===== src/rtl/seg_pattern_rx.sv =====
// Receive side of the two-digit seven-segment pattern link: deserialises a 16-bit
// active-low pattern word, decodes it to a value 0..15 and holds it until accepted.
module seg_pattern_rx #(
    parameter int DP_CHECK  = 1,
    parameter int ERR_CNT_W = 8
) (
    input  logic                 clk,
    input  logic                 rst_n,
    input  logic                 ser_in,
    input  logic                 ser_valid,
    input  logic                 ser_sync,
    output logic                 in_ready,
    output logic [3:0]           out_value,
    output logic                 out_err,
    output logic                 out_valid,
    input  logic                 out_ready,
    output logic [ERR_CNT_W-1:0] err_count
);

    localparam logic [1:0] ST_SHIFT  = 2'd0;
    localparam logic [1:0] ST_DECODE = 2'd1;
    localparam logic [1:0] ST_HOLD   = 2'd2;

    logic [1:0]  state;
    logic [3:0]  bit_cnt;
    logic [15:0] shreg;

    logic [4:0]  tens_d;
    logic [4:0]  ones_d;
    logic        dp_bad;
    logic        dec_err;
    logic [3:0]  dec_value;

    // Returns {illegal, digit}; illegal codes come back as 5'h1F.
    function automatic logic [4:0] seg_digit(input logic [6:0] code);
        case (code)
            7'h40:   return 5'd0;
            7'h79:   return 5'd1;
            7'h24:   return 5'd2;
            7'h30:   return 5'd3;
            7'h19:   return 5'd4;
            7'h12:   return 5'd5;
            7'h02:   return 5'd6;
            7'h78:   return 5'd7;
            7'h00:   return 5'd8;
            7'h10:   return 5'd9;
            default: return 5'h1F;
        endcase
    endfunction

    always_comb begin
        tens_d    = seg_digit(shreg[14:8]);
        ones_d    = seg_digit(shreg[6:0]);
        dp_bad    = (DP_CHECK != 0) && !(shreg[15] && shreg[7]);
        dec_err   = tens_d[4] || ones_d[4] || dp_bad
                    || (tens_d[3:0] >= 4'd2)
                    || ((tens_d[3:0] == 4'd1) && (ones_d[3:0] > 4'd5));
        dec_value = 4'd0;
        if (!dec_err) begin
            dec_value = (tens_d[3:0] == 4'd0) ? ones_d[3:0] : 4'd10 + ones_d[3:0];
        end
    end

    always_ff @(posedge clk or negedge rst_n) begin
        if (!rst_n) begin
            state     <= ST_SHIFT;
            bit_cnt   <= 4'd0;
            shreg     <= 16'd0;
            out_value <= 4'd0;
            out_err   <= 1'b0;
            err_count <= '0;
        end else begin
            case (state)
                ST_SHIFT: begin
                    if (ser_sync) begin
                        // A bit arriving with the resync strobe starts the new frame.
                        if (ser_valid) begin
                            shreg   <= {15'd0, ser_in};
                            bit_cnt <= 4'd1;
                        end else begin
                            shreg   <= 16'd0;
                            bit_cnt <= 4'd0;
                        end
                    end else if (ser_valid) begin
                        shreg   <= {shreg[14:0], ser_in};
                        bit_cnt <= bit_cnt + 4'd1;
                        if (bit_cnt == 4'd15) begin
                            state <= ST_DECODE;
                        end
                    end
                end
                ST_DECODE: begin
                    out_value <= dec_value;
                    out_err   <= dec_err;
                    if (dec_err && (err_count != {ERR_CNT_W{1'b1}})) begin
                        err_count <= err_count + {{(ERR_CNT_W-1){1'b0}}, 1'b1};
                    end
                    state <= ST_HOLD;
                end
                ST_HOLD: begin
                    if (out_ready) begin
                        state   <= ST_SHIFT;
                        bit_cnt <= 4'd0;
                        shreg   <= 16'd0;
                    end
                end
                default: begin
                    state <= ST_SHIFT;
                end
            endcase
        end
    end

    assign in_ready  = (state == ST_SHIFT);
    assign out_valid = (state == ST_HOLD);

endmodule


===== config.mk =====
export PLATFORM = sky130hd
export DESIGN_NAME = seg_pattern_rx
export DESIGN_NICKNAME = d
export VERILOG_FILES = /design/src/rtl/seg_pattern_rx.sv
export SDC_FILE = /design/constraint.sdc
export NUM_CORES = 1
export LEC_CHECK = 0
export ABC_AREA = 0
export BUFFER_PORTS_ARGS = -buffer_cell sky130_fd_sc_hd__buf_2
export CAP_MARGIN = 20
export CORE_MARGIN = 2
export CORE_UTILIZATION = 50
export DETAILED_ROUTE_END_ITERATION = 12
export PLACE_DENSITY_LB_ADDON = 0.25
export SYNTH_ARGS = -nofsm -noshare
export SYNTH_HDL_FRONTEND = slang
export SYNTH_SLANG_ARGS = --single-unit

===== constraint.sdc =====
create_clock -name clk -period 2.6 [get_ports clk]
set_input_delay 0.52 -clock clk [delete_from_list [all_inputs] [get_ports clk]]
set_output_delay 0.52 -clock clk [all_outputs]
set_load 0.005 [all_outputs]

==> flow_summary.yaml, run 1 <==
sta:
  grt_setup_unrepaired: "no"
  setup_tns_ns: 0
  timing.slew.headroom: 0.484
  maxSlewViolCount: 0
  post_route_skew_ns: 0.00681
  max_freq_mhz: 452
  layout_min_cycle_time_ns: 2.21
  timing_hold_violations_final: 0
  timing.final.crit_share: 0.851
  post-route-worst-setup-slack_ns: 0.389
  final-setup-viol-count: 0
  timing_worst_slew_pin_value_ns: 0.774
layout:
  area_occupied_by_multi_input_gates_sq_um: 1010
  final_cells: 274
  post_route_cells_drive_above_1_share: 0.212
  final_cell_area_sq_um: 2170
  nFillCells: 324
  final-seq-area_sq_um: 876
  synthToLayoutAreaGrowth_pct: 9.97
  antenna_diode_count: 0
  design.final.nets: 234
  layout.cells.most_common_list: "sky130_fd_sc_hd__nand2_1, sky130_fd_sc_hd__dfrtp_1, sky130_fd_sc_hd__nand3_1"
  layout_commonest_cell: "sky130_fd_sc_hd__nand2_1"
run_status:
  status: "finished clean"
worst_setup_path:
  setup_slack_on_the_worst_flop_to_flop_path_ns: 0.39
  cp-start-kind: "register"
  critPathCaptureType: "register"
  reg2reg_from: "shreg[1]"
  r2r.worst_path.cells: 8
  crit_required_ns: 2.79
  endpoint_of_the_lowest_slack_register_to_register_path: "out_value[2]"
  timing.critical_path.fanout_max: 12
  critical_path_class: "register to register"
  arrival_ns: 2.40
clock_tree:
  clock_latency_ns: 0.29
  cts.clk_slew.worst_paths_ns: 0.07
  h-tree-depth: 2
  tritoncts: "yes"
  post_cts_hold_buffer_count: 0
  cts_sinks: 35
  tritoncts.num_buffers: 5
  cts_root_buf: "sky130_fd_sc_hd__clkbuf_8"
  post_cts.resized_instances: 0
  cts_setup_buffers: 0
  max-clock-path-buffers: 2
route:
  detail_route.iter0.violations: 57
  post-route-drc-count: 0
  routed_vias_inst: 5.59
  drt-wirelength-per-cell_um: 13.9
  drt_wl_total_um: 3820
  dr_total_vias: 1533
  first_pass_iters: 4
  detail-route-antenna-nets: 0
place:
  globalplace.congestion: 0.820
  detailedPlace.worstSlack_ns: 0.415
  hpwlAfterDp_um: 2640
  detailed_place.area_sq_um: 2080
  placement.io_buffers: 20
  place.detailed.instances: 266
die:
  design.core.area_sq_um: 3720
  initial_core_util: 0.530
  num_rows: 22
  die-area_sq_um: 4460
  dieHeight_um: 66.8
  number_of_top_level_pins: 21
  chipWidth_um: 66.8
synth:
  postSynthAreaPerCell_sq_um: 9.61
  yosys_most_used_dff: "sky130_fd_sc_hd__dfrtp_1"
  mappedNetlistArea_sq_um: 1970
  postSynth.asyncResetShare: 1.00
  synth.ff_latch_count: 35
  synthesis.nets: 214
  yosysWarningCount: 0
  synth_seq_area_share: 0.444
  netlist_instances: 205
  synth_cell_type_count: 48
  synth-edff-count: 0
global_routing:
  antenna_violations_before_repair: 0
  grt_max_degree: 36
  global_route_wire_length_before_repair_um: 6550
  grtUsageTotal: 0.198
  grt-ovfl-total: 0
  number_of_global_route_vias_before_repair: 1470
job:
  cap_violations: 0
power_and_ir_drop:
  power_leakage_nw: 1.06
  power-per-cell-area_nw_per_um2: 487
  ir_worst_vdd_v: 0.000441
worst_hold_path:
  timing.hold.worst.class: "input pin to asynchronous set/reset pin"
[worst max-delay path by stage]
stage,startpoint,to,slack (ns),depth (start not counted)
floorplan,shreg[3],out_value[2],0.67,10
global placement,shreg[1],out_value[2],0.48,8
detailed placement,shreg[1],out_value[2],0.42,9
CTS,shreg[1],out_value[2],0.38,9
global route,shreg[1],out_value[2],0.22,8
finish,shreg[1],out_value[2],0.39,8
[per-layer routing]
metal	track usage	vias up	part of all wire
met5	0	-	0
met4	0.0765	0	0.020
met3	0.0608	10	0.037
met2	0.323	30	0.47
met1	0.245	723	0.47
li1	-	770	-
[synthesized netlist by cell type (2+ instances only)]
cell type	instances	share of area
sky130_fd_sc_hd__nand2_1	46	0.088
sky130_fd_sc_hd__dfrtp_1	35	0.44
sky130_fd_sc_hd__nand3_1	21	0.053
sky130_fd_sc_hd__nor2_1	13	0.025
sky130_fd_sc_hd__o21ai_0	7	0.018
sky130_fd_sc_hd__xnor2_1	6	0.027
sky130_fd_sc_hd__buf_6	5	0.029
sky130_fd_sc_hd__nand3_2	5	0.025
sky130_fd_sc_hd__nor3_1	5	0.013
sky130_fd_sc_hd__clkbuf_1	4	0.0076
sky130_fd_sc_hd__nor2b_1	4	0.013
sky130_fd_sc_hd__and3_1	3	0.0095
sky130_fd_sc_hd__ha_1	3	0.019
sky130_fd_sc_hd__nand4_1	3	0.0095
sky130_fd_sc_hd__nor4_1	3	0.0095
sky130_fd_sc_hd__a21oi_1	2	0.0051
sky130_fd_sc_hd__and3b_1	2	0.0089
sky130_fd_sc_hd__mux2_2	2	0.011
sky130_fd_sc_hd__nand2b_1	2	0.0063
sky130_fd_sc_hd__nand4b_1	2	0.0089
sky130_fd_sc_hd__nor3b_1	2	0.0076
sky130_fd_sc_hd__o31ai_1	2	0.0076
sky130_fd_sc_hd__o31ai_2	2	0.013
sky130_fd_sc_hd__xor2_1	2	0.0089
[report_power, final]
part	internal, mW	switching [mW]
clock network	0.186	0.201
logic	0.0391	0.0579
registers	0.555	0.0167
total	0.780	0.276
[per-stage QoR]
stage | hold slack, ns | total power, mW | utilization
2_1_floorplan | 0.224 | 0.648 | -
3_3_place_gp | 0.458 | 0.677 | 0.559
3_5_place_dp | 0.467 | 0.680 | 0.559
4_1_cts | 0.322 | 1.07 | 0.583
5_1_grt | 0.358 | 1.12 | 0.583
6_report | 0.298 | 1.06 | 0.583
[cells by family (layout without fill, tap and decap cells)]
group           Yosys count  after routing  synth area share
fa+ha+maj                 3              3            0.0190
simple gates            117            117             0.319
mux                       4              4            0.0241
compound gates           25             25             0.106
buf+inv                  12             33            0.0438
flops                    35             35             0.444
xor+xnor                  9              9            0.0438
[final cells by class]
type                    instances  share of cell area
clock buffers                   5              0.0318
clock inverters                 3             0.00924
inverters                       1             0.00173
multi-input cells             158               0.465
flip-flops and latches         35               0.404
well taps                      48              0.0277
repair buffers                 24              0.0600
[registers in the layout (all words and copies together) (netlist names)]
register,flops
shreg,16
err_count,8
bit_cnt,4
out_value,4
state,2
out_err,1
[worst max-delay path: stages (launching register included)]
cell and delay, ns:
sky130_fd_sc_hd__dfrtp_1 0.50, sky130_fd_sc_hd__nor4_1 0.42, sky130_fd_sc_hd__a32oi_1 0.21, sky130_fd_sc_hd__nand2_1 0.13
sky130_fd_sc_hd__nand3_1 0.08, sky130_fd_sc_hd__ha_1 0.30, sky130_fd_sc_hd__nor2_1 0.04, sky130_fd_sc_hd__a41o_1 0.20
sky130_fd_sc_hd__o31ai_1 0.21
(Power assumes the default switching activity.)
==> run 2, diff against run 1 <==
==> constraint.sdc (replaced) <==
create_clock -name clk -period 2.6 [get_ports clk]
set_input_delay 0.39 -clock clk [delete_from_list [all_inputs] [get_ports clk]]
set_output_delay 0.39 -clock clk [all_outputs]
set_load 0.005 [all_outputs]
==> flow_summary.yaml, run 2 (synthesis gave the netlist of run 1 again) <==
clock_tree:
  max-clock-path-buffers: 2
  clock_latency_ns: 0.28
  cts_setup_buffers: 0
  cts_sinks: 35
  h-tree-depth: 2
  cts.clk_slew.worst_paths_ns: 0.07
  tritoncts: "yes"
  post_cts_hold_buffer_count: 0
  tritoncts.num_buffers: 5
  cts_root_buf: "sky130_fd_sc_hd__clkbuf_8"
  post_cts.resized_instances: 0
layout:
  largest_register_ffs: 16
  final_cell_area_sq_um: 2170
  antenna_diode_count: 0
  largest_register: "shreg"
  layout.cells.most_common_list: "sky130_fd_sc_hd__nand2_1, sky130_fd_sc_hd__dfrtp_1, sky130_fd_sc_hd__nand3_1"
  post_route_cells_drive_above_1_share: 0.204
  largest_registers: "shreg: 16 flops, err_count: 8 flops"
  design.final.nets: 233
  layout_commonest_cell: "sky130_fd_sc_hd__nand2_1"
  synthToLayoutAreaGrowth_pct: 10.2
place:
  placement.io_buffers: 20
  hpwlAfterDp_um: 2610
  detailed_place.area_sq_um: 2060
  globalplace.congestion: 0.822
  detailedPlace.worstSlack_ns: 0.476
route:
  post-route-drc-count: 0
  drt_wl_total_um: 3830
  detail_route.iter0.violations: 138
  detail-route-antenna-nets: 0
  wl_met3_um: 142
  dr_wl_met2_um: 1910
  routedLengthMet1_um: 1740
  dr_total_vias: 1549
  maxUsedRoutingLayer: "met4"
  first_pass_iters: 4
  drt-wirelength-per-cell_um: 14.0
  routed_vias_inst: 5.67
sta:
  max_freq_mhz: 454
  timing_worst_slew_pin_value_ns: 0.770
  timing_hold_violations_final: 0
  timing.final.crit_share: 0.847
  post-route-worst-setup-slack_ns: 0.399
  grt_setup_unrepaired: "no"
  holdWs_ns: 0.171
  final-setup-viol-count: 0
  setup_tns_ns: 0
  post_route_skew_ns: 0.00377
  layout_min_cycle_time_ns: 2.20
  timing.slew.headroom: 0.486
  maxSlewViolCount: 0
worst_hold_path:
  timing.hold.worst.class: "input pin to asynchronous set/reset pin"
power_and_ir_drop:
  ir_worst_vdd_v: 0.000326
  power_leakage_nw: 1.07
  power-per-cell-area_nw_per_um2: 503
die:
  num_rows: 22
  number_of_top_level_pins: 21
  design.core.area_sq_um: 3720
  dieHeight_um: 66.8
  die-area_sq_um: 4460
  chipWidth_um: 66.8
  initial_core_util: 0.530
global_routing:
  grt_max_degree: 36
  number_of_global_route_vias_before_repair: 1492
  antenna_violations_before_repair: 0
  global_route_wire_length_before_repair_um: 6840
  grt-ovfl-total: 0
  grtUsageTotal: 0.203
worst_setup_path:
  reg2reg_from: "shreg[5]"
  worst_setup_path_startpoint: "shreg[5]"
  critPathCaptureType: "register"
  crit_required_ns: 2.75
  cp-start-kind: "register"
  timing.critical_path.fanout_max: 11
  arrival_ns: 2.35
  critical_path_class: "register to register"
run_status:
  status: "finished clean"
job:
  cap_violations: 0
## run 2: changes by cell type in the layout (fill, tap and decap cells not counted)
cell                         previous run  this run
sky130_fd_sc_hd__clkbuf_8               5         7
sky130_fd_sc_hd__clkinv_2               1         0
sky130_fd_sc_hd__buf_4                  4         3
sky130_fd_sc_hd__clkinvlp_4             2         0
sky130_fd_sc_hd__clkbuf_1               0         1
## run 2: worst max-delay path, stage by stage, from the launching register on
cell                      delay (ns)
sky130_fd_sc_hd__dfrtp_1        0.51
sky130_fd_sc_hd__and4b_1        0.27
sky130_fd_sc_hd__mux2_2         0.26
sky130_fd_sc_hd__a32oi_1        0.26
sky130_fd_sc_hd__nand2_1        0.13
sky130_fd_sc_hd__nand3_1        0.09
sky130_fd_sc_hd__ha_1           0.23
sky130_fd_sc_hd__nor2_1         0.13
sky130_fd_sc_hd__a41o_1         0.12
sky130_fd_sc_hd__o31ai_1        0.06
## run 2: area by class of cell
class / count / area (sq um)
Fill cell: 338 / 1550
Multi-Input combinational cell: 158 / 1010
Sequential cell: 35 / 876
Timing Repair Buffer: 23 / 123
Clock buffer: 8 / 100
Tap cell: 48 / 60.1
Inverter: 1 / 3.75
## run 2: worst paths after layout
| path | endpoint | slack, ns | depth (start not counted) |
|---|---|---|---|
| worst max-delay path | out_value[2] | 0.40 | 9 |
| worst min-delay path | err_count[6] | 0.17 | 1 |
| worst max register to register | out_value[2] | 0.40 | 9 |
| worst min register to register | out_value[2] | 0.47 | 2 |
| max in group asynchronous | shreg[11] | 1.93 | 1 |
| min in group clk | bit_cnt[3] | 0.36 | 2 |
## run 2: metrics by stage
step	total power [mW]	cells	utilization
2_1_floorplan	0.648	205	-
3_3_place_gp	0.674	264	0.555
3_5_place_dp	0.677	264	0.555
4_1_cts	1.11	272	0.582
5_1_grt	1.16	273	0.584
6_report	1.09	273	0.584
## run 2: report_power, final
| group | switching [mW] | internal, mW | leakage (nW) | total (mW) |
|---|---|---|---|---|
| clock | 0.181 | 0.241 | 0.0515 | 0.423 |
| combinational | 0.0588 | 0.0381 | 0.535 | 0.0968 |
| sequential | 0.0164 | 0.555 | 0.483 | 0.572 |
## run 2: metal layers
metal / track usage / up-vias
li1: - / 768
met1: 0.258 / 743
met2: 0.336 / 34
met3: 0.0574 / 4
met4: 0.0587 / 0
met5: 0 / -
==> run 3, diff against run 2 <==
==> constraint.sdc (replaced) <==
create_clock -name clk -period 1.9 [get_ports clk]
set_input_delay 0.285 -clock clk [delete_from_list [all_inputs] [get_ports clk]]
set_output_delay 0.285 -clock clk [all_outputs]
set_load 0.005 [all_outputs]
==> flow_summary.yaml, run 3 (synthesis gave the netlist of run 1 again) <==
global_routing:
  antenna_violations_before_repair: 0
  number_of_global_route_vias_before_repair: 1585
  global_route_wire_length_before_repair_um: 7480
  grtUsageTotal: 0.227
  grt-ovfl-total: 0
  grt_max_degree: 36
layout:
  post-route-util: 0.700
  nFillCells: 305
  layout_commonest_cell: "sky130_fd_sc_hd__nand2_1"
  largest_register: "shreg"
  layout.cells.most_common_list: "sky130_fd_sc_hd__nand2_1, sky130_fd_sc_hd__buf_4, sky130_fd_sc_hd__dfrtp_1"
  largest_register_ffs: 16
  design.final.nets: 276
  largest_registers: "shreg: 16 flops, err_count: 8 flops"
  synthToLayoutAreaGrowth_pct: 32.1
  antenna_diode_count: 0
  post_route_cells_drive_above_1_share: 0.398
  final_cells: 314
clock_tree:
  clock_latency_ns: 0.29
  cts_root_buf: "sky130_fd_sc_hd__clkbuf_8"
  tritoncts.num_buffers: 5
  post_cts_hold_buffer_count: 0
  h-tree-depth: 2
  tritoncts: "yes"
  cts_sinks: 35
  max-clock-path-buffers: 2
  cts.clk_slew.worst_paths_ns: 0.06
sta:
  timing_hold_violations_final: 0
  maxSlewViolCount: 0
  layout_min_cycle_time_ns: 2.02
  timing.slew.headroom: 0.485
  timing.final.crit_share: 1.07
  post-route-worst-setup-slack_ns: -0.124
  grt_setup_unrepaired: "yes"
  post_route_skew_ns: 0.00292
  final-setup-viol-count: 11
  max_freq_mhz: 494
  timing_worst_slew_pin_value_ns: 0.773
power_and_ir_drop:
  ir_worst_vdd_v: 0.000399
  switching_share: 0.249
  share_seq_of_total_power: 0.528
  cell_internal_pwr_mw: 1.11
  power.clock.fraction: 0.329
  comb_power_share: 0.143
  overall_power_mw: 1.48
  power.net_switching_mw: 0.369
  power_leakage_nw: 1.30
  power-per-cell-area_nw_per_um2: 568
route:
  drt_wl_total_um: 4590
  routed_vias_inst: 5.43
  drt-wirelength-per-cell_um: 14.6
  dr_total_vias: 1706
  post-route-drc-count: 0
  first_pass_iters: 4
  detail_route.iter0.violations: 101
  detail-route-antenna-nets: 0
place:
  place.detailed.instances: 295
  placement.io_buffers: 20
  globalplace.congestion: 0.821
  hpwlAfterDp_um: 2890
worst_setup_path:
  arrival_ns: 2.20
  endpoint_of_the_lowest_slack_register_to_register_path: "out_value[2]"
  timing.critical_path.fanout_max: 6
  critPathCaptureType: "register"
  r2r.worst_path.cells: 10
  cp-start-kind: "register"
  critical_path_class: "register to register"
  reg2reg_from: "shreg[3]"
  crit_required_ns: 2.07
  worst_setup_path_startpoint: "shreg[3]"
  setup_slack_on_the_worst_flop_to_flop_path_ns: -0.12
die:
  number_of_top_level_pins: 21
  chipWidth_um: 66.8
  initial_core_util: 0.530
  dieHeight_um: 66.8
  design.core.area_sq_um: 3720
  num_rows: 22
  die-area_sq_um: 4460
run_status:
  violations_in_the_final_reports: "negative setup slack"
  status: "finished, violations left"
job:
  cap_violations: 0
worst_hold_path:
  timing.hold.worst.class: "input pin to asynchronous set/reset pin"
## run 3: cell count changes in the layout (fill, tap and decap cells not counted), sizes merged
| cell | before | now |
|---|---|---|
| buf | 23 | 66 |
| clkbuf | 8 | 6 |
## run 3: worst max-delay path by stage
stage,depth (start not counted),slack [ns],to
detailed placement,9,-0.17,out_value[2]
finish,10,-0.12,out_value[2]
global route,10,-0.22,out_value[2]
CTS,9,-0.07,out_value[2]
floorplan,10,-0.02,out_value[2]
global placement,9,-0.11,out_value[2]
## run 3: metal layers
layer	track usage	share of wire
met2	0.386	0.51
met3	0.0693	0.040
met4	0.0816	0.023
met1	0.270	0.42
met5	0	0
## run 3: stage by stage
step	worst slack, ns	cell area [sq um]	setup TNS (ns)	hold slack [ns]
2_1_floorplan	-0.0232	1970	-0.0232	-0.0106
3_3_place_gp	-0.108	2300	-0.504	0.406
3_5_place_dp	-0.174	2300	-1.16	0.412
4_1_cts	-0.0722	2530	-0.287	0.0980
5_1_grt	-0.219	2600	-1.82	0.130
6_report	-0.124	2600	-0.854	0.0719
## run 3: layout make-up
| cell class | count | area, sq um | share of cell area |
|---|---|---|---|
| inverter | 1 | 3.75 | 0.00144 |
| clock buffer | 6 | 72.6 | 0.0279 |
| sequential | 35 | 883 | 0.339 |
| tap | 48 | 60.1 | 0.0231 |
| timing repair buffer | 66 | 468 | 0.180 |
| multi-input combinational | 158 | 1110 | 0.428 |
## run 3: power by group through the flow
stage,registers [mW],logic (mW),clock network (mW)
2_1_floorplan,0.785,0.102,0
4_1_cts,0.779,0.196,0.509
5_1_grt,0.783,0.234,0.546
3_5_place_dp,0.791,0.166,0
6_report,0.781,0.212,0.487
3_3_place_gp,0.791,0.164,0
## run 3: repair_timing
action                                  CTS  global route
setup buffers                            10             2
pin swaps                                12             7
endpoints found under the setup margin   12            12
resized for setup                        27             8
## run 3: critical path, stage by stage, from the launching register on
cell,delay (ns)
sky130_fd_sc_hd__dfrtp_2,0.46
sky130_fd_sc_hd__buf_6,0.14
sky130_fd_sc_hd__and3b_2,0.21
sky130_fd_sc_hd__o211ai_1,0.19
sky130_fd_sc_hd__and3_4,0.24
sky130_fd_sc_hd__nand2_2,0.07
sky130_fd_sc_hd__nand3_2,0.06
sky130_fd_sc_hd__ha_1,0.22
sky130_fd_sc_hd__nor2_1,0.14
sky130_fd_sc_hd__a41o_1,0.13
sky130_fd_sc_hd__o31ai_1,0.06
